<file path="src/rtl/vga_plot_arbiter.sv">
// Purpose : shares one VGA adapter pixel-write port among NREQ drawing engines, one whole job at a time.
// Latency : start rises 1 cycle after req is seen in IDLE; pixel path is 1-cycle registered.
// Backpres: none; the owner keeps the port until done, and everyone else waits in req.
//
// Ports:
//   clk, rst            clock and synchronous active-high reset
//   req/ack             per-engine job request (level) and one-cycle completion pulse
//   start/done          per-engine start (high for the whole job) and done handshake
//   req_x/y/colour/plot packed per-engine pixel writes; engine i owns slice i
//   vga_x/y/colour/plot registered, clipped pixel write towards the adapter
//   grant, busy         one-hot current owner and "not idle" status
//   timeout_err         sticky watchdog flag
//
// Optional feature: define ARB_TIMEOUT_EN to build the RUN-state watchdog
// (TIMEOUT_CYCLES, 16-bit counter). Without it timeout_err is tied low and
// RUN waits indefinitely for done.
module vga_plot_arbiter #(
    parameter int NREQ           = 3,
    parameter int XMAX           = 160,
    parameter int YMAX           = 120,
    parameter int TIMEOUT_CYCLES = 32768
) (
    input  logic              clk,
    input  logic              rst,
    input  logic [NREQ-1:0]   req,
    output logic [NREQ-1:0]   ack,
    output logic [NREQ-1:0]   start,
    input  logic [NREQ-1:0]   done,
    input  logic [NREQ*8-1:0] req_x,
    input  logic [NREQ*7-1:0] req_y,
    input  logic [NREQ*3-1:0] req_colour,
    input  logic [NREQ-1:0]   req_plot,
    output logic [7:0]        vga_x,
    output logic [6:0]        vga_y,
    output logic [2:0]        vga_colour,
    output logic              vga_plot,
    output logic [NREQ-1:0]   grant,
    output logic              busy,
    output logic              timeout_err
);

    localparam int IDXW = (NREQ > 1) ? $clog2(NREQ) : 1;

    // One extra bit so the compare is unsigned over the full x/y range
    // (y = 120..127 and x = 160..255 must be rejected).
    localparam logic [8:0] X_LIM = 9'(XMAX);
    localparam logic [7:0] Y_LIM = 8'(YMAX);

    typedef enum logic [1:0] {
        IDLE,
        START,
        RUN,
        RELEASE
    } state_t;

    state_t            state;
    logic [IDXW-1:0]   last;
    logic [IDXW-1:0]   gidx;

    logic [IDXW-1:0]   win;
    logic [NREQ-1:0]   win_onehot;

    logic [7:0]        sel_x;
    logic [6:0]        sel_y;
    logic [2:0]        sel_colour;
    logic              sel_plot;
    logic              sel_done;
    logic              clip_ok;
    logic              own_port;

    // Round-robin pick: the lowest requester above last wins; if none is
    // above last, the lowest requester at or below last wins. The second
    // loop overwrites the first, which gives the "above last" group priority.
    always_comb begin
        win = '0;
        for (int i = NREQ - 1; i >= 0; i--) begin
            if (req[i] && (IDXW'(i) <= last)) begin
                win = IDXW'(i);
            end
        end
        for (int i = NREQ - 1; i >= 0; i--) begin
            if (req[i] && (IDXW'(i) > last)) begin
                win = IDXW'(i);
            end
        end
    end

    always_comb begin
        win_onehot      = '0;
        win_onehot[win] = 1'b1;
    end

    // Granted-slice mux for the pixel path and the done handshake.
    always_comb begin
        sel_x      = '0;
        sel_y      = '0;
        sel_colour = '0;
        sel_plot   = 1'b0;
        sel_done   = 1'b0;
        for (int i = 0; i < NREQ; i++) begin
            if (gidx == IDXW'(i)) begin
                sel_x      = req_x[i*8 +: 8];
                sel_y      = req_y[i*7 +: 7];
                sel_colour = req_colour[i*3 +: 3];
                sel_plot   = req_plot[i];
                sel_done   = done[i];
            end
        end
    end

    assign clip_ok  = ({1'b0, sel_x} < X_LIM) && ({1'b0, sel_y} < Y_LIM);
    assign own_port = (state == START) || (state == RUN);

`ifdef ARB_TIMEOUT_EN
    localparam logic [15:0] TO_LAST = 16'(TIMEOUT_CYCLES - 1);
    logic [15:0] wd_cnt;
`endif

    always_ff @(posedge clk) begin
        if (rst) begin
            state      <= IDLE;
            last       <= IDXW'(NREQ - 1);
            gidx       <= '0;
            grant      <= '0;
            start      <= '0;
            ack        <= '0;
            busy       <= 1'b0;
            vga_x      <= '0;
            vga_y      <= '0;
            vga_colour <= '0;
            vga_plot   <= 1'b0;
`ifdef ARB_TIMEOUT_EN
            wd_cnt      <= '0;
            timeout_err <= 1'b0;
`endif
        end else begin
            ack <= '0;

            case (state)
                IDLE: begin
                    if (|req) begin
                        gidx  <= win;
                        last  <= win;
                        grant <= win_onehot;
                        start <= win_onehot;
                        busy  <= 1'b1;
                        state <= START;
`ifdef ARB_TIMEOUT_EN
                        wd_cnt <= '0;
`endif
                    end
                end

                START: begin
                    state <= RUN;
                end

                RUN: begin
                    if (sel_done) begin
                        start <= '0;
                        ack   <= grant;
                        state <= RELEASE;
                    end
`ifdef ARB_TIMEOUT_EN
                    else if (wd_cnt == TO_LAST) begin
                        // Engine hung: reclaim the port, still ack so the
                        // requester's own sequencing can move on.
                        start       <= '0;
                        ack         <= grant;
                        timeout_err <= 1'b1;
                        state       <= RELEASE;
                    end else begin
                        wd_cnt <= wd_cnt + 16'd1;
                    end
`endif
                end

                RELEASE: begin
                    grant <= '0;
                    busy  <= 1'b0;
                    state <= IDLE;
                end

                default: begin
                    state <= IDLE;
                end
            endcase

            // Only the owner's pixels reach the adapter; coordinates hold
            // their last value outside a job.
            if (own_port) begin
                vga_x      <= sel_x;
                vga_y      <= sel_y;
                vga_colour <= sel_colour;
                vga_plot   <= sel_plot && clip_ok;
            end else begin
                vga_plot   <= 1'b0;
            end
        end
    end

`ifndef ARB_TIMEOUT_EN
    assign timeout_err = 1'b0;
`endif

endmodule
</file>
<file path="config.mk">
export PLATFORM = sky130hd
export DESIGN_NAME = vga_plot_arbiter
export DESIGN_NICKNAME = d
export VERILOG_FILES = /design/src/rtl/vga_plot_arbiter.sv
export SDC_FILE = /design/constraint.sdc
export NUM_CORES = 1
export LEC_CHECK = 0
export BUFFER_PORTS_ARGS = -buffer_cell sky130_fd_sc_hd__buf_4
export CAP_MARGIN = 20
export CORE_MARGIN = 5
export CORE_UTILIZATION = 46
export CTS_BUF_LIST = sky130_fd_sc_hd__clkbuf_2 sky130_fd_sc_hd__clkbuf_4 sky130_fd_sc_hd__clkbuf_8
export CTS_CLUSTER_SIZE = 40
export DETAILED_ROUTE_END_ITERATION = 12
export PLACE_DENSITY = 0.81
export SYNTH_ARGS = -nofsm -noshare
export SYNTH_HDL_FRONTEND = slang
export SYNTH_SLANG_ARGS = --single-unit
</file>
<file path="constraint.sdc">
create_clock -name clk -period 2.3 [get_ports clk]
set_input_delay 0.115 -clock clk [delete_from_list [all_inputs] [get_ports clk]]
set_output_delay 0.115 -clock clk [all_outputs]
set_load 0.03 [all_outputs]
</file>
==> impl_table.tex, run 1 <==
\begin{tabular}{lr}
\hline
Metric & Value \\
\hline
\multicolumn{2}{l}{\textbf{Status}} \\
\quad Outcome & finished clean \\
\multicolumn{2}{l}{\textbf{Setup path}} \\
\quad Largest driver fanout on the critical path & 6 \\
\quad Kind of capture point of the worst setup path & flip-flop \\
\quad Cell type group with the largest total delay on the critical path & simple AND/OR/NAND/NOR gates \\
\quad Worst path buffer plus inverter count & 1 \\
\quad Worst Setup Start Kind & flip-flop \\
\quad Cell Chain, Critical Path & inv\_1 > ha\_1 > or4b\_1 > o21ai\_2 > o21ai\_1 > a21oi\_1 \\
\quad Type of the setup path with the least slack & flip-flop to flip-flop \\
\quad Peak per-stage delay on the critical path & 0.60 ns \\
\quad Required time at the endpoint of the critical path & 2.52 ns \\
\quad Arrival time at the worst endpoint & 1.99 ns \\
\quad Crit-path slowest cell & or4b\_1 \\
\multicolumn{2}{l}{\textbf{Placement}} \\
\quad Placed standard-cell area & 2446 µm² \\
\quad Worst slack at placement & 0.6031 ns \\
\quad Gpl congestion & 0.8766 \\
\quad Number of input and output port buffers inserted & 93 \\
\quad Cells after DPL & 332 \\
\quad Final HPWL from detailed placement & 3635 µm \\
\multicolumn{2}{l}{\textbf{GRT}} \\
\quad Total routing resource utilization after global routing & 18.63\% \\
\quad Largest net degree at the start of global routing & 39 \\
\quad Initial antenna violation count & 0 \\
\quad Total congestion overflow & 0 \\
\quad Via count of the first global-routing pass & 1763 \\
\quad Global-route wire length before repair & 7817 µm \\
\multicolumn{2}{l}{\textbf{CTS}} \\
\quad TritonCTS clock tree & yes \\
\quad Hold buffer count at CTS & 0 \\
\quad Postcts setup bufs & 0 \\
\quad TritonCTS Sinks & 34 \\
\quad Clock Tree Buf Depth & 2 \\
\quad CTS H-Tree Depth & 2 \\
\quad Clock latency on the worst-skew pair & 0.28 ns \\
\quad Total CTS buffers & 5 \\
\quad Clock-pin transition on the worst setup and hold timing paths & 0.07 ns \\
\quad Root buffer cell & clkbuf\_8 \\
\quad Number of resized instances in the post-cts repair step & 0 \\
\multicolumn{2}{l}{\textbf{Power and ir drop}} \\
\quad Worst IR Drop VDD & 0.0006466 V \\
\quad P per Cell Area & 1172 nW/µm² \\
\quad Total power & 2.979 mW \\
\quad Leakage component of the power & 1.142 nW \\
\multicolumn{2}{l}{\textbf{Floorplanning}} \\
\quad Row count & 22 \\
\quad I/O pin count & 95 \\
\quad Die footprint & 5101 µm² \\
\quad Initial core utilization & 47.40\% \\
\quad Die span in x & 71.42 µm \\
\quad Core footprint & 3661 µm² \\
\quad Vert. Die Dim & 71.42 µm \\
\multicolumn{2}{l}{\textbf{Detailed routing}} \\
\quad Vias/cell & 5.179 \\
\quad Number of remaining DRC errors & 0 \\
\quad First-pass iteration count of the detailed router & 4 \\
\quad Post-detailed-route wirelength per cell & 14.29 µm \\
\quad Number of vias in the routed layout & 1761 \\
\quad Final Routed Wirelength & 4859 µm \\
\quad Final ANT Viol Nets & 0 \\
\quad Violation count after the first detailed-routing iteration & 92 \\
\multicolumn{2}{l}{\textbf{STA}} \\
\quad Transition time of the tightest slew-check pin & 0.6411 ns \\
\quad Number of max-slew violations in the final report & 0 \\
\quad Achievable Freq & 565.0 MHz \\
\quad Tightest hold margin & 0.1353 ns \\
\quad Minimum setup slack in the final design & 0.5302 ns \\
\quad Hold violation total from the final report & 0 \\
\quad Crit path time final & 1.770 ns \\
\quad Final period util & 76.95\% \\
\quad Worst relative slew slack & 56.89\% \\
\quad Unrepaired setup endpoints after global routing & no \\
\quad Total Negative Setup Slacks & 0 ns \\
\quad Final clock skew & 0.005082 ns \\
\quad Count of final setup violators & 0 \\
\multicolumn{2}{l}{\textbf{Synthesis}} \\
\quad Share of flip-flops with an asynchronous set or reset after synthesis & 0\% \\
\quad Mapped Nets & 272 \\
\quad Cell count after synthesis & 203 \\
\quad Count of flip-flops with a built-in enable after synthesis & 0 \\
\quad FF+latch count, synth & 34 \\
\quad Count of different cell masters after synthesis & 33 \\
\quad Share of the yosys chip area belonging to registers & 39.22\% \\
\quad Most used DFF post-synth & dfxtp\_1 \\
\quad Syn avg cell area & 8.549 µm² \\
\quad Mapped Area & 1735 µm² \\
\quad Yosys Warn Count & 0 \\
\multicolumn{2}{l}{\textbf{Worst hold path}} \\
\quad Tightest Hold Check Type & input pin to flip-flop \\
\multicolumn{2}{l}{\textbf{Finish}} \\
\quad Most common cell after layout, fill and taps aside & buf\_4 \\
\quad Area taken by flip-flops and latches & 680.7 µm² \\
\quad Fraction of final layout cells sized beyond drive strength 1 & 37.33\% \\
\quad Final std cell area, no fill & 2541 µm² \\
\quad Final Instance Count excl. Fillers & 340 \\
\quad Area growth from synthesis to layout & 46.43\% \\
\quad Final net count & 360 \\
\quad Finished Core Util & 69.41\% \\
\quad Area used by multi-input combinational logic & 962.2 µm² \\
\quad Commonest cells after routing, fill and taps aside & buf\_4, nor2\_1, dfxtp\_1, a21oi\_1, mux2i\_1 \\
\quad Total inserted antenna cells & 0 \\
\quad Fill cell instance count of the final layout & 331 \\
\multicolumn{2}{l}{\textbf{Run}} \\
\quad Reported max-cap violation count & 0 \\
\hline
\end{tabular}
-- flip-flops by register name, indices dropped and copies added (netlist names) --
register / count
grant: 3
vga_x: 8
state: 2
last: 2
start: 3
gidx: 1
ack: 3
vga_plot: 1
vga_colour: 3
busy: 1
vga_y: 7
-- per-layer routing --
layer / track usage (%) / vias up / share of wire, %
met4: 5.637 / 0 / 0.99
met5: 0 / - / 0
met2: 32.24 / 56 / 48
li1: - / 907 / -
met1: 22.41 / 792 / 43
met3: 5.049 / 6 / 8.0
-- kinds of logic (layout without fill, tap and decap cells) --
group / Yosys count / count (layout) / share of synthesized area (%)
muxes: 20 / 20 / 11.54
adders and majority gates: 4 / 4 / 2.884
buffers and inverters: 19 / 108 / 5.335
other: 1 / 1 / 0.2161
and+or+nand+nor: 59 / 59 / 15.43
DFF: 34 / 34 / 39.22
AOI/OAI and AO/OA: 66 / 66 / 25.38
-- synthesized netlist by cell type, types with 5 or more instances --
cell type / instances / area, µm²
a2bb2oi_1: 7 / 61.31
a211oi_1: 19 / 142.6
buf_2: 5 / 25.02
dfxtp_1: 34 / 680.7
nand3_1: 5 / 25.02
clkbuf_1: 7 / 26.28
nor2_1: 37 / 138.9
a21oi_1: 22 / 110.1
mux2i_1: 20 / 200.2
-- path summary, 6_finish.rpt --
check / depth (start not counted) / slack [ns] / end / start
worst min register to register: 2 / 0.47 / grant[0]$_SDFFE_PP0P_ / grant[0]$_SDFFE_PP0P_
worst max register to register: 6 / 0.53 / start[1]$_SDFFE_PP0P_ / state[1]$_SDFFE_PP0P_
worst min-delay path: 3 / 0.14 / start[2]$_SDFFE_PP0P_ / req[2]
worst max-delay path: 6 / 0.53 / start[1]$_SDFFE_PP0P_ / state[1]$_SDFFE_PP0P_
-- cell type report --
| cell class | count | share of cell area, % |
|---|---|---|
| clock buffers | 7 | 3.545 |
| clock inverters | 1 | 0.1969 |
| inverters | 2 | 0.2954 |
| multi-input cells | 150 | 37.86 |
| flip-flops and latches | 34 | 26.78 |
| well taps | 48 | 2.363 |
| repair buffers | 98 | 28.95 |
-- worst min-delay path, cell delays in order --
cell and delay (ns):
buf_4 0.14, nand3_1 0.07, a21oi_1 0.05
-- power breakdown --
group,leakage [nW],internal [mW],switching [mW],total [mW]
Sequential,0.280,0.774,0.105,0.879
Clock,0.0517,0.253,0.207,0.460
Combinational,0.810,0.646,0.994,1.64
Power figures use the tool's default switching activity.
==> inputs of run 2 (changes only) <==
==> constraint.sdc (replaced) <==
create_clock -name clk -period 1.8 [get_ports clk]
set_input_delay 0.09 -clock clk [delete_from_list [all_inputs] [get_ports clk]]
set_output_delay 0.09 -clock clk [all_outputs]
set_load 0.03 [all_outputs]
==> impl_table.tex, run 2 (synthesis results as in run 1) <==
\begin{tabular}{lr}
\hline
Metric & Value \\
\hline
\multicolumn{2}{l}{\textbf{Status}} \\
\quad Outcome & finished clean (unchanged) \\
\multicolumn{2}{l}{\textbf{Finish}} \\
\quad Flip-flop count of the largest register after layout & 8 (unchanged) \\
\quad Final net count & 363 (was 360) \\
\quad Finished Core Util & 70.54\% (was 69.41\%) \\
\quad Area taken by flip-flops and latches & 680.7 µm² (unchanged) \\
\quad Most common cell after layout, fill and taps aside & buf\_4 (unchanged) \\
\quad Largest register by flop count & vga\_x (unchanged) \\
\quad Regs by FF count & vga\_x (8), vga\_y (7) (unchanged) \\
\quad Area growth from synthesis to layout & 48.81\% (was 46.43\%) \\
\quad Fraction of final layout cells sized beyond drive strength 1 & 37.97\% (was 37.33\%) \\
\quad Commonest cells after routing, fill and taps aside & buf\_4, nor2\_1, dfxtp\_1, a21oi\_1, mux2i\_1 (unchanged) \\
\quad Total inserted antenna cells & 0 (unchanged) \\
\quad Fill cell instance count of the final layout & 310 (was 331) \\
\quad Area used by multi-input combinational logic & 962.2 µm² (unchanged) \\
\multicolumn{2}{l}{\textbf{Worst hold path}} \\
\quad Instance count along the most critical hold path & 3 (unchanged) \\
\quad Tightest Hold Check Type & input pin to flip-flop (unchanged) \\
\quad Origin of the worst min-delay path & req[2] (unchanged) \\
\quad Worst hold endpoint & start[2]\$\_SDFFE\_PP0P\_ (unchanged) \\
\multicolumn{2}{l}{\textbf{CTS}} \\
\quad TritonCTS Sinks & 34 (unchanged) \\
\quad Number of resized instances in the post-cts repair step & 0 (unchanged) \\
\quad Clock latency on the worst-skew pair & 0.28 ns (about the same) \\
\quad Root buffer cell & clkbuf\_8 (unchanged) \\
\quad CTS H-Tree Depth & 2 (unchanged) \\
\quad Total CTS buffers & 5 (unchanged) \\
\quad Hold buffer count at CTS & 0 (unchanged) \\
\quad Clock Tree Buf Depth & 2 (unchanged) \\
\quad Clock-pin transition on the worst setup and hold timing paths & 0.07 ns (about the same) \\
\quad TritonCTS clock tree & yes (unchanged) \\
\quad Postcts setup bufs & 0 (unchanged) \\
\multicolumn{2}{l}{\textbf{Floorplanning}} \\
\quad I/O pin count & 95 (unchanged) \\
\quad Die span in x & 71.42 µm (unchanged) \\
\quad Row count & 22 (unchanged) \\
\quad Die footprint & 5101 µm² (unchanged) \\
\quad Vert. Die Dim & 71.42 µm (unchanged) \\
\quad Initial core utilization & 47.40\% (unchanged) \\
\quad Core footprint & 3661 µm² (unchanged) \\
\multicolumn{2}{l}{\textbf{STA}} \\
\quad Unrepaired setup endpoints after global routing & no (unchanged) \\
\quad Crit path time final & 1.632 ns (was 1.770 ns) \\
\quad Achievable Freq & 612.7 MHz (was 565.0 MHz) \\
\quad Transition time of the tightest slew-check pin & 0.6329 ns (was 0.6411 ns) \\
\quad Worst relative slew slack & 57.45\% (was 56.89\%) \\
\quad Final clock skew & 0.005993 ns (was 0.005082 ns) \\
\quad Final period util & 90.67\% (was 76.95\%) \\
\quad Minimum setup slack in the final design & 0.1679 ns (was 0.5302 ns) \\
\quad Hold violation total from the final report & 0 (unchanged) \\
\quad Tightest hold margin & 0.1182 ns (was 0.1353 ns) \\
\quad Total Negative Setup Slacks & 0 ns (unchanged) \\
\quad Number of max-slew violations in the final report & 0 (unchanged) \\
\quad Count of final setup violators & 0 (unchanged) \\
\multicolumn{2}{l}{\textbf{Setup path}} \\
\quad Required time at the endpoint of the critical path & 2.02 ns (was 2.52 ns) \\
\quad Largest driver fanout on the critical path & 6 (unchanged) \\
\quad Number of cells traversed by the worst register-to-register path & 6 (unchanged) \\
\quad Type of the setup path with the least slack & flip-flop to flip-flop (unchanged) \\
\quad Worst Setup Start Kind & flip-flop (unchanged) \\
\quad Arrival time at the worst endpoint & 1.85 ns (was 1.99 ns) \\
\quad Cell type group with the largest total delay on the critical path & simple AND/OR/NAND/NOR gates (unchanged) \\
\quad Levels on crit path & 6 (unchanged) \\
\quad Worst path buffer plus inverter count & 1 (unchanged) \\
\quad Reg2Reg Launch Point & state[1]\$\_SDFFE\_PP0P\_ (unchanged) \\
\quad Peak per-stage delay on the critical path & 0.57 ns (was 0.60 ns) \\
\quad Slack of the worst reg-to-reg path & 0.17 ns (was 0.53 ns) \\
\quad Crit-path slowest cell & or4b\_1 (unchanged) \\
\quad Kind of capture point of the worst setup path & flip-flop (unchanged) \\
\quad Cell Chain, Critical Path & inv\_1 > ha\_1 > or4b\_1 > o21ai\_2 > a21oi\_1 > nor2\_1 (was inv\_1 > ha\_1 > or4b\_1 > o21ai\_2 > o21ai\_1 > a21oi\_1) \\
\quad Endpoint of the lowest-slack register-to-register path & busy\$\_SDFFE\_PP0P\_ (was start[1]\$\_SDFFE\_PP0P\_) \\
\multicolumn{2}{l}{\textbf{Placement}} \\
\quad Worst slack at placement & 0.1955 ns (was 0.6031 ns) \\
\quad Number of input and output port buffers inserted & 93 (unchanged) \\
\quad Gpl congestion & 0.8501 (was 0.8766) \\
\quad Final HPWL from detailed placement & 3783 µm (was 3635 µm) \\
\multicolumn{2}{l}{\textbf{GRT}} \\
\quad Initial antenna violation count & 0 (unchanged) \\
\quad Largest net degree at the start of global routing & 33 (was 39) \\
\quad Total routing resource utilization after global routing & 19.87\% (was 18.63\%) \\
\quad Via count of the first global-routing pass & 1883 (was 1763) \\
\quad Total congestion overflow & 0 (unchanged) \\
\quad Global-route wire length before repair & 8355 µm (was 7817 µm) \\
\multicolumn{2}{l}{\textbf{Detailed routing}} \\
\quad Final Routed Wirelength & 5011 µm (was 4859 µm) \\
\quad Post-detailed-route wirelength per cell & 14.61 µm (was 14.29 µm) \\
\quad Number of remaining DRC errors & 0 (unchanged) \\
\quad Violation count after the first detailed-routing iteration & 87 (was 92) \\
\quad Number of vias in the routed layout & 1850 (was 1761) \\
\quad Final ANT Viol Nets & 0 (unchanged) \\
\quad First-pass iteration count of the detailed router & 4 (unchanged) \\
\quad Vias/cell & 5.394 (was 5.179) \\
\multicolumn{2}{l}{\textbf{Run}} \\
\quad Reported max-cap violation count & 0 (unchanged) \\
\multicolumn{2}{l}{\textbf{Power and ir drop}} \\
\quad Total power & 3.988 mW (was 2.979 mW) \\
\quad Leakage component of the power & 1.165 nW (was 1.142 nW) \\
\quad Worst IR Drop VDD & 0.0009222 V (was 0.0006466 V) \\
\quad P per Cell Area & 1544 nW/µm² (was 1172 nW/µm²) \\
\hline
\end{tabular}
-- run 2: changes by cell type in the layout (fill, tap and decap cells not counted), sizes merged --
cell,previous run,this run
buf,98,101
bufinv,0,1
clkinv,1,0
-- run 2: through the flow --
step,cell area [µm²],instances
2_1_floorplan,1735,203
3_3_place_gp,2469,335
3_5_place_dp,2469,335
4_1_cts,2582,343
5_1_grt,2582,343
6_report,2582,343
-- run 2: power breakdown --
group	switching, mW	leakage (nW)	internal, mW	total (mW)
sequential	0.136	0.280	0.989	1.12
combinational	1.28	0.825	0.875	2.16
clock	0.263	0.0593	0.444	0.707
total	1.68	1.16	2.31	3.99
-- run 2: tightest hold or removal path: stages --
cell     delay, ns
buf_4         0.14
nand3_1       0.07
a21oi_1       0.05
-- run 2: cell type report --
class                      count  area share (%)
clock buffer                   7           3.246
sequential                    34           26.36
tap                           48           2.326
inverter                       2          0.2907
clock inverter                 1           1.163
multi-input combinational    150           37.26
timing repair buffer         101           29.36
-- run 2: worst max path at each step --
| stage | end | start | slack (ns) |
|---|---|---|---|
| after floorplan | vga_colour[0]$_SDFFE_PP0N_ | state[0]$_SDFFE_PP0P_ | 0.22 |
| after global placement | start[2]$_SDFFE_PP0P_ | state[0]$_SDFFE_PP0P_ | 0.26 |
| after detailed placement | start[1]$_SDFFE_PP0P_ | state[1]$_SDFFE_PP0P_ | 0.20 |
| after CTS | busy$_SDFFE_PP0P_ | state[1]$_SDFFE_PP0P_ | 0.18 |
| after global routing | grant[0]$_SDFFE_PP0P_ | state[0]$_SDFFE_PP0P_ | 0.03 |
| final | busy$_SDFFE_PP0P_ | state[1]$_SDFFE_PP0P_ | 0.17 |
-- run 2: routing by layer --
layer,vias to the layer above,wire [µm],track usage (%)
li1,910,-,-
met5,-,0,0
met4,0,26,4.384
met2,73,2441,34.29
met1,861,2106,24.19
met3,6,436,6.171
